--- src/rtl/uart_rx.sv ---
// uart_rx: 8N1 serial receiver feeding a downstream sync FIFO.
// rx_in is resynchronised, frames are sampled mid-bit, and each good byte
// is presented on data_out with a single-cycle wr_en strobe.
module uart_rx #(
    parameter int CLKS_PER_BIT = 868,
    parameter int WIDTH        = 8
) (
    input  logic             clk,
    input  logic             rst_n,
    input  logic             rx_in,
    input  logic             fifo_full,
    output logic [WIDTH-1:0] data_out,
    output logic             wr_en,
    output logic             frame_err,
    output logic             overrun_err,
    output logic             busy
);

    localparam int CNT_W = $clog2(CLKS_PER_BIT);
    localparam int BIT_W = $clog2(WIDTH + 1);

    localparam logic [CNT_W-1:0] HALF_M1  = CNT_W'(CLKS_PER_BIT / 2 - 1);
    localparam logic [CNT_W-1:0] FULL_M1  = CNT_W'(CLKS_PER_BIT - 1);
    localparam logic [BIT_W-1:0] LAST_BIT = BIT_W'(WIDTH - 1);

    typedef enum logic [2:0] {
        IDLE,
        START,
        DATA,
        STOP,
        BRK
    } state_t;

    state_t             r_state;
    logic [CNT_W-1:0]   r_clk_cnt;
    logic [BIT_W-1:0]   r_bit_cnt;
    logic [WIDTH-1:0]   r_shift;
    logic               r_sync1;
    logic               r_sync2;
    logic               r_armed;   // line has been seen high while idle
    logic               w_rx_s;

    assign w_rx_s = r_sync2;

    // Two-flop synchroniser; resets high so reset release never looks like a start bit
    always_ff @(posedge clk or negedge rst_n) begin
        if (!rst_n) begin
            r_sync1 <= 1'b1;
            r_sync2 <= 1'b1;
        end else begin
            r_sync1 <= rx_in;
            r_sync2 <= r_sync1;
        end
    end

    // Receive FSM: start qualification, mid-bit sampling, stop-bit decision
    always_ff @(posedge clk or negedge rst_n) begin
        if (!rst_n) begin
            r_state     <= IDLE;
            r_clk_cnt   <= '0;
            r_bit_cnt   <= '0;
            r_shift     <= '0;
            r_armed     <= 1'b0;
            data_out    <= '0;
            wr_en       <= 1'b0;
            frame_err   <= 1'b0;
            overrun_err <= 1'b0;
            busy        <= 1'b0;
        end else begin
            wr_en       <= 1'b0;
            frame_err   <= 1'b0;
            overrun_err <= 1'b0;
            case (r_state)
                IDLE: begin
                    if (!w_rx_s && r_armed) begin
                        r_state   <= START;
                        r_clk_cnt <= '0;
                        r_armed   <= 1'b0;
                        busy      <= 1'b1;
                    end else if (w_rx_s) begin
                        r_armed <= 1'b1;
                    end
                end
                START: begin
                    if (r_clk_cnt == HALF_M1) begin
                        r_clk_cnt <= '0;
                        if (!w_rx_s) begin
                            r_state   <= DATA;
                            r_bit_cnt <= '0;
                        end else begin
                            // Low pulse shorter than half a bit: treat as noise
                            r_state <= IDLE;
                            r_armed <= 1'b1;
                            busy    <= 1'b0;
                        end
                    end else begin
                        r_clk_cnt <= r_clk_cnt + CNT_W'(1);
                    end
                end
                DATA: begin
                    if (r_clk_cnt == FULL_M1) begin
                        r_clk_cnt <= '0;
                        r_shift   <= {w_rx_s, r_shift[WIDTH-1:1]};
                        r_bit_cnt <= r_bit_cnt + BIT_W'(1);
                        if (r_bit_cnt == LAST_BIT)
                            r_state <= STOP;
                    end else begin
                        r_clk_cnt <= r_clk_cnt + CNT_W'(1);
                    end
                end
                STOP: begin
                    if (r_clk_cnt == FULL_M1) begin
                        r_clk_cnt <= '0;
                        if (w_rx_s) begin
                            // Leave at mid stop bit so a following start edge is caught
                            r_state <= IDLE;
                            r_armed <= 1'b1;
                            busy    <= 1'b0;
                            if (fifo_full) begin
                                overrun_err <= 1'b1;
                            end else begin
                                data_out <= r_shift;
                                wr_en    <= 1'b1;
                            end
                        end else begin
                            frame_err <= 1'b1;
                            r_state   <= BRK;
                        end
                    end else begin
                        r_clk_cnt <= r_clk_cnt + CNT_W'(1);
                    end
                end
                BRK: begin
                    // Line held low (break): wait for idle before hunting for a start
                    if (w_rx_s) begin
                        r_state <= IDLE;
                        r_armed <= 1'b1;
                        busy    <= 1'b0;
                    end
                end
                default: begin
                    r_state <= IDLE;
                    busy    <= 1'b0;
                end
            endcase
        end
    end

endmodule
--- config.mk ---
export PLATFORM = sky130hd
export DESIGN_NAME = uart_rx
export DESIGN_NICKNAME = d
export VERILOG_FILES = /design/src/rtl/uart_rx.sv
export SDC_FILE = /design/constraint.sdc
export NUM_CORES = 1
export LEC_CHECK = 0
export ABC_AREA = 1
export BUFFER_PORTS_ARGS = -buffer_cell sky130_fd_sc_hd__buf_4
export CAP_MARGIN = 20
export CORE_MARGIN = 2
export CORE_UTILIZATION = 35
export DETAILED_ROUTE_END_ITERATION = 8
export GPL_TIMING_DRIVEN = 1
export PLACE_DENSITY_LB_ADDON = 0.05
export SLEW_MARGIN = 20
export SYNTH_ARGS = -nofsm -noshare
export SYNTH_HDL_FRONTEND = slang
export SYNTH_SLANG_ARGS = --single-unit
export TNS_END_PERCENT = 30
--- constraint.sdc ---
create_clock -name clk -period 2 [get_ports clk]
set_clock_uncertainty 0.05 [all_clocks]
set_input_delay 0.3 -clock clk [delete_from_list [all_inputs] [get_ports clk]]
set_output_delay 0.3 -clock clk [all_outputs]
set_load 0.03 [all_outputs]
# After elaboration in Yosys (flattened, before gate mapping)
# Index checks and enable logic that the tools add are counted.
# W data, S select, Z words.
[totals] regBits=40 inputBits=4 out_inout_bits=12 word_cells=82
[op_classes] add_sub_neg=2 n_eq_ne=14 muxes=38 bitwise=2 n_reduce_logical=14
[ops] op="$mux W10" count=3
[ops] op="$pmux W10 S3" count=1
[ops] op="$mux W3" count=7
[ops] op="$mux W1" count=19
[ops] op="$pmux W3 S5" count=1
[ops] op="$ne A2 B2 Y1 const B" count=7
[ops] op="$mux W4" count=3
[ops] op="$reduce_and A4 Y1" count=3
[ops] op="$add A10 B1 Y10 const B" count=1
[ops] op="$eq A10 B10 Y1 const B" count=1
[ops] op="$eq A10 B9 Y1 const B" count=1
[ops] op="$pmux W4 S2" count=1
[ops] op="$eq A3 B2 Y1 const B" count=2
[ops] op="$reduce_and A6 Y1" count=1
[ops] op="$pmux W1 S5" count=1
[ops] op="$add A4 B1 Y4 const B" count=1
[ops] op="$eq A4 B3 Y1 const B" count=1
[ops] op="$pmux W1 S4" count=1
[ops] op="$reduce_and A2 Y1" count=2
[ops] op="$reduce_bool A4 Y1" count=1
[ops] op="$eq A3 B1 Y1 const B" count=1
[ops] op="$eq A3 B3 Y1 const B" count=1
[ops] op="$logic_not A3 Y1" count=1
[ops] op="$reduce_and A3 Y1" count=1
[ops] op="7 further kinds" count=8

# Depth between registers and ports, before layout
[logic_depth] ltp_word=4 ltp_mapped=10 ltp_nobuf=9

# Least setup slack after synthesis
# No wires, ideal clock.
[synth_timing] kind="flip-flop to flip-flop" startpoint="reg r_clk_cnt[0]" endpoint="reg r_shift[5]" setup_ns=0.119 arrival_time_ns=1.385 required_time_ns=1.831 slack_ns=0.446 path_stages_with_launch=10 n_path_buf=1 period_less_slack_ns=1.554 cell_sequence="dfrtp_1 -> ha_1 -> nand2_1 -> nor2_1 -> nand3_2 -> inv_1 -> nand2_2 -> buf_6 -> nand2_1 -> o21ai_2"
[synth_via] elab_chain_cells=2
[synth_lines] item="start, declared" line="35" source="logic [CNT_W-1:0] r_clk_cnt;"
[synth_lines] item="start signal, assigned" line="97" source="r_clk_cnt <= r_clk_cnt + CNT_W'(1);"
[synth_lines] item="start signal, assigned" line="108" source="r_clk_cnt <= r_clk_cnt + CNT_W'(1);"
[synth_lines] item="start signal, assigned" line="130" source="r_clk_cnt <= r_clk_cnt + CNT_W'(1);"
[synth_lines] item="$eq A10 B10 Y1" line="101" source="if (r_clk_cnt == FULL_M1) begin"
[synth_lines] item="$reduce_and A2 Y1 (no line)"
[synth_lines] item="end signal, assigned" line="103" source="r_shift <= {w_rx_s, r_shift[WIDTH-1:1]};"
[synth_lines] item="end, declared" line="37" source="logic [WIDTH-1:0] r_shift;"
# Every way passes these cells.
# A chain may end at the register's enable or synchronous reset.

# Worst setup path in the final report
[layout_timing] startpoint="reg r_clk_cnt[0]" endpoint="reg data_out[7]"
[layout_via] elab_chain_cells=2
[layout_lines] item="$eq A10 B10 Y1" line="112" source="if (r_clk_cnt == FULL_M1) begin"
[layout_lines] item="$reduce_and A4 Y1 (no line)"
[layout_lines] item="end signal, assigned" line="122" source="data_out <= r_shift;"
[layout_lines] item="end, declared" line="12" source="output logic [WIDTH-1:0] data_out,"
# Every way passes these cells.

==> impl_metrics.ini <==
[status]
status = finished clean

[synth]
yosys.cell_types.count = 28
synth_area_leaders = dfrtp_1, nand2_1, inv_1
synth_area_per_cell_um2 = 8.077
synth_area_um2 = 2092
yosysTopAreaCell = dfrtp_1
yosysSeqAreaShare = 0.4797
yosys_warnings = 0
synth-seq-cells = 40
synthFlopType = dfrtp_1
synth_edf_count = 0
synthArstFlopShare = 1.000
synth_cells = 259
synth_top_area_frac = 0.4545
syn_nets = 266

[timing]
slew_headroom = 0.6497
fmax_mhz = 559.4
period_minus_slack_ps = 1788
finalSetupViolations = 0
hold_ws_ps = 55.39
worst_pin_slew_ps = 525.4
finalHoldViolations = 0
final_max_slew_viol_count = 0
fin_tns_setup_ps = 0
period_share = 0.8938
rsz0062_at_grt = false

[clocking]
clock_latency_ps = 290
cts_setup_buffers = 0
cts_buffers = 5
cts_buffer_depth = 2
htree_levels = 2
cts_tree = yes
clkTransAtPathRegs_ps = 90
cts_sinks = 40
root_buffer = clkbuf_8

[worst_hold_path]
hold_path_class = primary input to flip-flop
min_from = rx_in

[run]
drv_cap = 0

[finish]
mostFrequentLayoutCell = nand2_1
final_nets = 289
final_cell_mix = nand2_1, dfrtp_1, inv_1
antenna_cells = 0
finalNonFillerCells = 358
finish.utilization = 0.4157
area_growth_pct = 16.27
drive_above_1_share = 0.1979

[route]
num_vias = 1665
wl_per_cell_um = 11.94
drtPass1Iterations = 4
drc_errors = 0
drt_iter0_markers = 63
vias_per_cell = 4.651
ant_nets = 0
totalWireLength_mm = 4.273

[grt]
grtUsageTotal = 0.1450
grt_max_degree = 41
grt_antenna_before_repair = 0
grt_pass1_wl_mm = 7.245
grt_pass1_vias = 1553
globalRouteOverflowTotal = 0

[power]
switchingPower_mw = 0.9534
vdd_drop_max_mv = 0.4684
power_density_nw_per_um2 = 1036
seqPwrFrac = 0.388
p_leak_nw = 1.266
p_comb_frac = 0.327
p_int_mw = 1.568
switching_share = 0.3782
clockPowerShare = 0.285

[worst_setup_path]
startpoint = r_clk_cnt[0]
worstPathArrival_ps = 1980
worstSetupStartpointType = flip-flop
reg2reg_depth = 9
critPathMaxFanout = 15
crit_type = flip-flop to flip-flop
rr_endpoint = data_out[7]
rr_startpoint = r_clk_cnt[0]
worst_ep_required_time_ps = 2190
r2r_slack_ps = 210
endpoint = data_out[7]
endpoint_kind = flip-flop

[floorplan]
initial_core_util = 0.3576
die_area_um2 = 6611
die_w_um = 81.31
die_y_um = 81.31
num_rows = 28
io_pins = 16
fp.coreArea_um2 = 5851

[placed_design]
dp_hpwl_mm = 3.042
placed_cells = 349
gp_congestion = 0.8037
portBuffers = 15
[cells in the mapped netlist (2+ instances only)]
master and number:
inv_1 35, buf_6 2, nor3_1 2, o21ai_2 13
nor2_4 2, o21ai_0 7, nand3_2 2, inv_2 2
nand4_1 9, ha_1 3, dfstp_2 2, nand3_1 15
xor2_1 3, dfrtp_1 38, nand2_1 82, nand2_2 2
nor2_1 29
[layout make-up]
class                           instances  area [um^2]
Timing Repair Buffer                   20        152.6
Tap cell                               75        93.84
Inverter                               37        138.9
Clock inverter                          2        38.79
Sequential cell                        40         1003
Clock buffer                            6        82.58
Fill cell                             594         3418
Multi-Input combinational cell        178        922.1
[cell families after synthesis]
group | synth area share
AOI/OAI and AO/OA | 0.07895
DFF | 0.4797
adders and majority gates | 0.01794
and+or+nand+nor | 0.3236
xor gates and xnor gates | 0.01675
buffers and inverters | 0.08314
[state kept, by name (all words and copies together), names as in the netlist]
register,flops
r_clk_cnt,10
data_out,8
r_shift,8
r_bit_cnt,4
r_state,3
busy,1
frame_err,1
overrun_err,1
r_armed,1
r_sync1,1
r_sync2,1
wr_en,1
[per-stage QoR]
step	power [mW]	worst slack [ps]	area, um^2
4_1_cts	2.555	119.2	2425
3_3_place_gp	1.825	214.3	2293
6_report	2.521	212.3	2432
2_1_floorplan	1.577	445.8	2092
3_5_place_dp	1.821	142.7	2293
5_1_grt	2.713	10.58	2432
[power by group through the flow]
stage	Clock [mW]	Sequential [mW]	Combinational (mW)
after global placement	0	0.991	0.833
after detailed placement	0	0.992	0.829
after CTS	0.745	0.977	0.833
final	0.718	0.978	0.825
after floorplan	0	0.983	0.594
after global routing	0.778	0.991	0.944
[repair_timing]
item,4_1_cts,5_1_grt
hold endpoints to repair,38,0
hold buffers,1,0
resized for setup,0,2
endpoints found under the setup margin,0,4
[critical path, stage by stage (launching register included)]
cell	delay, ps
dfrtp_1	420
ha_2	250
nand2_1	70
nor2_1	120
nand3_2	150
inv_1	190
nand3_4	210
inv_1	150
nand2_1	70
nand2_1	50
[worst min-delay path by stage]
stage | end | depth (start not counted)
after floorplan | busy | 0
after global placement | busy | 1
after detailed placement | busy | 1
after CTS | r_sync1 | 1
after global routing | r_sync1 | 1
final | r_sync1 | 1
[layer usage]
metal  wire length, um  vias up  global-route usage
met1              2173      775              0.1996
met3               116        4             0.04000
met5                 0        -                   0
li1                  -      862                   -
met2              1948       24              0.2205
met4                34        0             0.04576
Note: power is estimated with default switching activity, not from simulation.
